[config.mk]
export PLATFORM = sky130hd
export DESIGN_NAME = verisc_seq_ctrl
export DESIGN_NICKNAME = d
export VERILOG_FILES = /design/src/rtl/verisc_pkg.sv /design/src/rtl/verisc_decode.sv /design/src/rtl/verisc_seq_ctrl.sv
export SDC_FILE = /design/constraint.sdc
export NUM_CORES = 1
export LEC_CHECK = 0
export BUFFER_PORTS_ARGS = -buffer_cell sky130_fd_sc_hd__buf_4
export CAP_MARGIN = 20
export CORE_MARGIN = 2
export CORE_UTILIZATION = 52
export CTS_CLUSTER_SIZE = 16
export DETAILED_ROUTE_END_ITERATION = 7
export GPL_ROUTABILITY_DRIVEN = 0
export PLACE_DENSITY_LB_ADDON = 0.2
export SETUP_SLACK_MARGIN = 0.5
export SYNTH_ARGS = -nofsm -noshare
export SYNTH_HDL_FRONTEND = slang
export SYNTH_HIERARCHICAL = 1
export SYNTH_SLANG_ARGS = --single-unit
[constraint.sdc]
create_clock -name clk -period 5.7 [get_ports clk]
set_input_delay 0.285 -clock clk [delete_from_list [all_inputs] [get_ports clk]]
set_output_delay 0.285 -clock clk [all_outputs]
set_load 0.02 [all_outputs]
[src/rtl/verisc_pkg.sv]
// Shared encodings for the VeriRISC sequencer/controller: opcodes, phases,
// run states and the decode-group helpers used by both controller files.
package verisc_pkg;

    localparam logic [2:0] HLT = 3'd0;
    localparam logic [2:0] SKZ = 3'd1;
    localparam logic [2:0] ADD = 3'd2;
    localparam logic [2:0] AND = 3'd3;
    localparam logic [2:0] XOR = 3'd4;
    localparam logic [2:0] LDA = 3'd5;
    localparam logic [2:0] STO = 3'd6;
    localparam logic [2:0] JMP = 3'd7;

    localparam logic [2:0] INST_ADDR  = 3'd0;
    localparam logic [2:0] INST_FETCH = 3'd1;
    localparam logic [2:0] INST_LOAD  = 3'd2;
    localparam logic [2:0] IDLE       = 3'd3;
    localparam logic [2:0] OP_ADDR    = 3'd4;
    localparam logic [2:0] OP_FETCH   = 3'd5;
    localparam logic [2:0] ALU_OP     = 3'd6;
    localparam logic [2:0] STORE      = 3'd7;

    typedef enum logic [1:0] {
        RUN    = 2'd0,
        HALTED = 2'd1,
        ERROR  = 2'd2
    } run_state_t;

    // Instructions that read an operand from memory into the accumulator.
    function automatic logic is_aluop(input logic [2:0] op);
        return (op == ADD) || (op == AND) || (op == XOR) || (op == LDA);
    endfunction

    // Phases in which the memory bus may insert wait-states.
    function automatic logic is_wait_phase(input logic [2:0] ph, input logic [2:0] op);
        return (ph == INST_FETCH) ||
               ((ph == OP_FETCH) && is_aluop(op)) ||
               ((ph == STORE) && (op == STO));
    endfunction

endpackage

[src/rtl/verisc_decode.sv]
// Purely combinational phase/opcode to datapath-strobe table. All strobes are
// forced low unless the controller is in its RUN state.
module verisc_decode
    import verisc_pkg::*;
(
    input  logic       run,
    input  logic [2:0] phase,
    input  logic [2:0] opcode,
    input  logic       zero,
    output logic       sel,
    output logic       rd,
    output logic       ld_ir,
    output logic       halt,
    output logic       inc_pc,
    output logic       ld_ac,
    output logic       ld_pc,
    output logic       wr,
    output logic       data_e
);

    logic aluop;
    logic op_halt;
    logic op_skz;
    logic op_sto;
    logic op_jmp;

    assign aluop   = is_aluop(opcode);
    assign op_halt = (opcode == HLT);
    assign op_skz  = (opcode == SKZ);
    assign op_sto  = (opcode == STO);
    assign op_jmp  = (opcode == JMP);

    always_comb begin
        sel    = 1'b0;
        rd     = 1'b0;
        ld_ir  = 1'b0;
        halt   = 1'b0;
        inc_pc = 1'b0;
        ld_ac  = 1'b0;
        ld_pc  = 1'b0;
        wr     = 1'b0;
        data_e = 1'b0;
        if (run) begin
            case (phase)
                INST_ADDR: begin
                    sel = 1'b1;
                end
                INST_FETCH: begin
                    sel = 1'b1;
                    rd  = 1'b1;
                end
                INST_LOAD, IDLE: begin
                    sel   = 1'b1;
                    rd    = 1'b1;
                    ld_ir = 1'b1;
                end
                OP_ADDR: begin
                    inc_pc = 1'b1;
                    halt   = op_halt;
                end
                OP_FETCH: begin
                    rd = aluop;
                end
                ALU_OP: begin
                    rd     = aluop;
                    // zero only matters here, for the skip decision
                    inc_pc = op_skz & zero;
                    ld_pc  = op_jmp;
                    data_e = op_sto;
                end
                default: begin
                    rd     = aluop;
                    ld_ac  = aluop;
                    ld_pc  = op_jmp;
                    wr     = op_sto;
                    data_e = op_sto;
                end
            endcase
        end
    end

endmodule

[src/rtl/verisc_seq_ctrl.sv]
// VeriRISC controller with built-in 8-phase sequencer, memory wait-states,
// wait timeout (sticky bus_err) and HALTED state. Optional single-step mode
// is enabled by defining VERISC_SEQ_CTRL_STEP_EN (adds the step_mode input).
module verisc_seq_ctrl
    import verisc_pkg::*;
#(
    parameter int WAIT_TMO = 15,
    parameter int TMO_W    = 4
) (
    input  logic       clk,
    input  logic       rst_n,
    input  logic [2:0] opcode,
    input  logic       zero,
    input  logic       mem_ready,
    input  logic       resume,
`ifdef VERISC_SEQ_CTRL_STEP_EN
    input  logic       step_mode,
`endif
    output logic       sel,
    output logic       rd,
    output logic       ld_ir,
    output logic       halt,
    output logic       inc_pc,
    output logic       ld_ac,
    output logic       ld_pc,
    output logic       wr,
    output logic       data_e,
    output logic [2:0] phase,
    output logic       halted,
    output logic       bus_err,
    output logic       stall
);

    localparam logic [TMO_W-1:0] TMO_LAST = TMO_W'(WAIT_TMO - 1);

    run_state_t       state_reg, state_next;
    logic [2:0]       phase_reg, phase_next;
    logic [TMO_W-1:0] wcnt_reg, wcnt_next;
    logic             stall_next;
    logic             step_stop;

`ifdef VERISC_SEQ_CTRL_STEP_EN
    assign step_stop = step_mode;
`else
    assign step_stop = 1'b0;
`endif

    always_ff @(posedge clk or negedge rst_n) begin
        if (!rst_n) begin
            state_reg <= RUN;
            phase_reg <= INST_ADDR;
            wcnt_reg  <= '0;
        end else begin
            state_reg <= state_next;
            phase_reg <= phase_next;
            wcnt_reg  <= wcnt_next;
        end
    end

    always_comb begin
        state_next = state_reg;
        phase_next = phase_reg;
        wcnt_next  = wcnt_reg;
        stall_next = 1'b0;
        case (state_reg)
            RUN: begin
                if (is_wait_phase(phase_reg, opcode) && !mem_ready) begin
                    stall_next = 1'b1;
                    // mem_ready has priority: the timeout only fires on a cycle that is really stalled
                    if (wcnt_reg == TMO_LAST) begin
                        state_next = ERROR;
                    end else begin
                        wcnt_next = wcnt_reg + TMO_W'(1);
                    end
                end else begin
                    wcnt_next = '0;
                    if ((phase_reg == OP_ADDR) && (opcode == HLT)) begin
                        state_next = HALTED;
                        phase_next = INST_ADDR;
                    end else if ((phase_reg == STORE) && step_stop) begin
                        state_next = HALTED;
                        phase_next = INST_ADDR;
                    end else begin
                        phase_next = phase_reg + 3'd1;
                    end
                end
            end
            HALTED: begin
                phase_next = INST_ADDR;
                wcnt_next  = '0;
                if (resume) begin
                    state_next = RUN;
                end
            end
            ERROR: begin
                // frozen until reset
            end
            default: begin
                state_next = RUN;
                phase_next = INST_ADDR;
                wcnt_next  = '0;
            end
        endcase
    end

    assign phase   = phase_reg;
    assign halted  = (state_reg == HALTED);
    assign bus_err = (state_reg == ERROR);
    assign stall   = stall_next;

    verisc_decode u_decode (
        .run    (state_reg == RUN),
        .phase  (phase_reg),
        .opcode (opcode),
        .zero   (zero),
        .sel    (sel),
        .rd     (rd),
        .ld_ir  (ld_ir),
        .halt   (halt),
        .inc_pc (inc_pc),
        .ld_ac  (ld_ac),
        .ld_pc  (ld_pc),
        .wr     (wr),
        .data_e (data_e)
    );

endmodule

==> out/metrics.csv <==
metric;value;unit
status;completed;
Yosys reg bits;9;
maximum vdd drop;0.229;mV
RR Endpoint;phase[2]$_DFFE_PN0P_;
Hold Startpoint;resume;
Adder-Cell Fraction of Synth Area;10.6;%
Synth async-reset ratio;100;%
critical-path cell list;ha_1, ha_1, nand4b_1, a31o_2, nor3_1, buf_4;
critical-path maximum fanout;9;
Main synth FF type;dfrtp_1;
Seq. cell area;225;um^2
sequential area share after synthesis;31.7;%
GRT Util Overall;25.5;%
crit path kind;flip-flop to output port;
syn_nets;100;
period utilization;38.1;%
DRT Pass-1 Iters;4;
crit path time final;2.17;ns
CP arrival;1.89;ns
Max clock buf depth;2;
CTS tree;built;
hold slack;0.332;ns
antenna viol nets, final;0;
clock sinks;9;
worst rel slew slack;67.2;%
compound-cell area share of the yosys netlist;16.2;%
CTS Buf Count;3;
Crit. End Element;output port;
1st-iter DRT viols;25;
detailed placement HPWL;1.28;mm
mux cell area share after synthesis;1.41;%
footprint of the multi-input gates;444;um^2
CP max stage delay;0.49;ns
max frequency;460;MHz
Final setup viols;0;
Final Hold Fails;0;
power density cells;410;mW/mm^2
first-pass GRT wire length;2.77;mm
RSZ-0062 raised after global routing;false;
row count;13;
origin of the critical flop-to-flop path;phase[0]$_DFFE_PN0P_;
Layout Area Growth over Synthesis;29.9;%
Worst Skew;0.00637;ns
DR vias/cell;5.83;
Die Wd;41.0;um
total power;378;uW
largest net degree at the start of global routing;17;
max FFs per register;4;
Hold Path Stages;4;
worst slew pin tran;0.488;ns
core area;0.00128;mm^2
final net count;126;
WP buf/inv;1;
Die Footprint;0.00168;mm^2
Die Height;41.0;um
Worst Setup Start Kind;flip-flop;
ratio of cells with drive above 1 in the final layout;26.1;%
Most common cell on crit path;ha_1;
initial core utilization;55.3;%
vias after detailed routing;735;
gr ovfl total;0;
Clock Latency Late Sink;0.27;ns
static leakage;0.429;nW
vias in the first global route;592;
initial antenna violation count;0;
drt total wl;1.81;mm
Syn Inst Count;86;
# IOs;23;
DR WL/cell;14.4;um
Post-synth EDFFs;0;
r2r worst-path depth;6;
synthesized cell area;711;um^2
Root Driver;clkbuf_4;
max-cap viol count;0;
PortBufs;22;
setup TNS;0;ns
ant diodes;0;
critical path data required time;5.41;ns
Worst-path clk slew;0.06;ns
fillcell total;114;
Avg Inst Size Synth;8.26;um^2
Slew Viols, Final;0;
Min-Delay Path Class;input pin to flip-flop;
Synth Area in Simple Gates;33.1;%
setup slack, reg-to-reg;3.66;ns
XOR/XNOR Fraction of Synth Area;1.23;%
Syn. warnings;6;
H-tree levels;1;
slowest CP cell;dfrtp_1;
Hold Path End;state_reg[0]$_DFFE_PN0P_;
CP delay by family, top;flip-flops;
Unique masters post-synth;33;
DRC viols;0;
largest family of logic cells by synthesized area;simple AND/OR/NAND/NOR gates;
worst max-delay path by stage:
| stage | startpoint | to | slack, ns | depth (start not counted) |
|---|---|---|---|---|
| final | phase[1]$_DFFE_PN0P_ | stall | 3.53 | 6 |
| after global routing | phase[1]$_DFFE_PN0P_ | stall | 3.42 | 6 |
| after CTS | phase[1]$_DFFE_PN0P_ | stall | 3.53 | 6 |
| after detailed placement | phase[0]$_DFFE_PN0P_ | phase[2]$_DFFE_PN0P_ | 3.69 | 6 |
| after global placement | phase[1]$_DFFE_PN0P_ | wcnt_reg[0]$_DFFE_PN0P_ | 3.74 | 6 |
| after floorplan | phase[1]$_DFFE_PN0P_ | stall | 3.68 | 5 |
what timing repair did:
action | 4_1_cts | 5_1_grt
endpoints found under the setup margin | 0 | 0
endpoints found under the hold margin | 9 | 0
hold buffers | 1 | 0
setup buffers | 0 | 0
resized for setup | 0 | 0
layout by cell type, fill, tap and decap left out, types with 2 or more instances in the layout:
cell / instances
or4_1: 3
nor3_1: 6
inv_1: 8
nand2_1: 4
a31oi_1: 2
nand3_1: 6
clkbuf_4: 3
buf_4: 22
nor2b_1: 4
nor4_1: 2
nand3b_1: 2
ha_1: 6
dfrtp_1: 9
a21oi_1: 7
nor2_1: 6
cell families after synthesis:
| kind of cell | Yosys count |
|---|---|
| AND/OR/NAND/NOR | 41 |
| AO/OA/AOI/OAI | 17 |
| buffers and inverters | 11 |
| flip-flops | 9 |
| adder cells (fa/ha/maj) | 6 |
| XOR/XNOR | 1 |
| multiplexers | 1 |
per-layer routing:
metal,global-route usage (%),part of all wire (%),vias to the layer above
li1,-,-,366
met2,36.3,48,23
met3,8.15,5.4,4
met1,34.9,45,342
met4,10.8,1.5,0
met5,0,0,-
layout make-up:
type | count | area share, %
Clock buffer | 4 | 2.85
Inverter | 9 | 3.66
Multi-Input combinational cell | 66 | 48.1
Sequential cell | 9 | 24.4
Tap cell | 15 | 2.03
Timing Repair Buffer | 23 | 19.0
synth_stat cells, types with 2 or more instances:
master,instances,area [um^2]
nand2_1,4,15.0
nor2b_1,4,25.0
nand3b_1,2,15.0
nor3_1,6,30.0
clkbuf_1,2,7.51
or4_1,3,22.5
ha_1,6,75.1
a31oi_1,2,12.5
inv_1,8,30.0
nor2_1,6,22.5
nand3_1,6,30.0
dfrtp_1,9,225
a21oi_1,7,35.0
nor4_1,2,12.5
worst min-delay path: stages:
cell	delay [ns]
buf_4	0.07
inv_1	0.03
mux2i_1	0.12
nor2_1	0.05
power by group:
group | leakage [nW] | switching [mW] | total, mW | internal, mW
Clock | 0.0150 | 0.0244 | 0.0515 | 0.0271
Sequential | 0.119 | 0.0330 | 0.112 | 0.0790
Combinational | 0.295 | 0.118 | 0.215 | 0.0968
Total | 0.429 | 0.175 | 0.378 | 0.203
metrics by stage:
| step | util, % | area (um^2) | cells | setup slack (ns) |
|---|---|---|---|---|
| finish | 71.9 | 923 | 126 | 3.53 |
| floorplan | - | 711 | 86 | 3.68 |
| CTS | 71.9 | 923 | 126 | 3.53 |
| detailed placement | 69.0 | 887 | 121 | 3.69 |
| global route | 71.9 | 923 | 126 | 3.42 |
| global placement | 69.0 | 887 | 121 | 3.74 |
No activity file was read; power rests on OpenSTA's default activity.
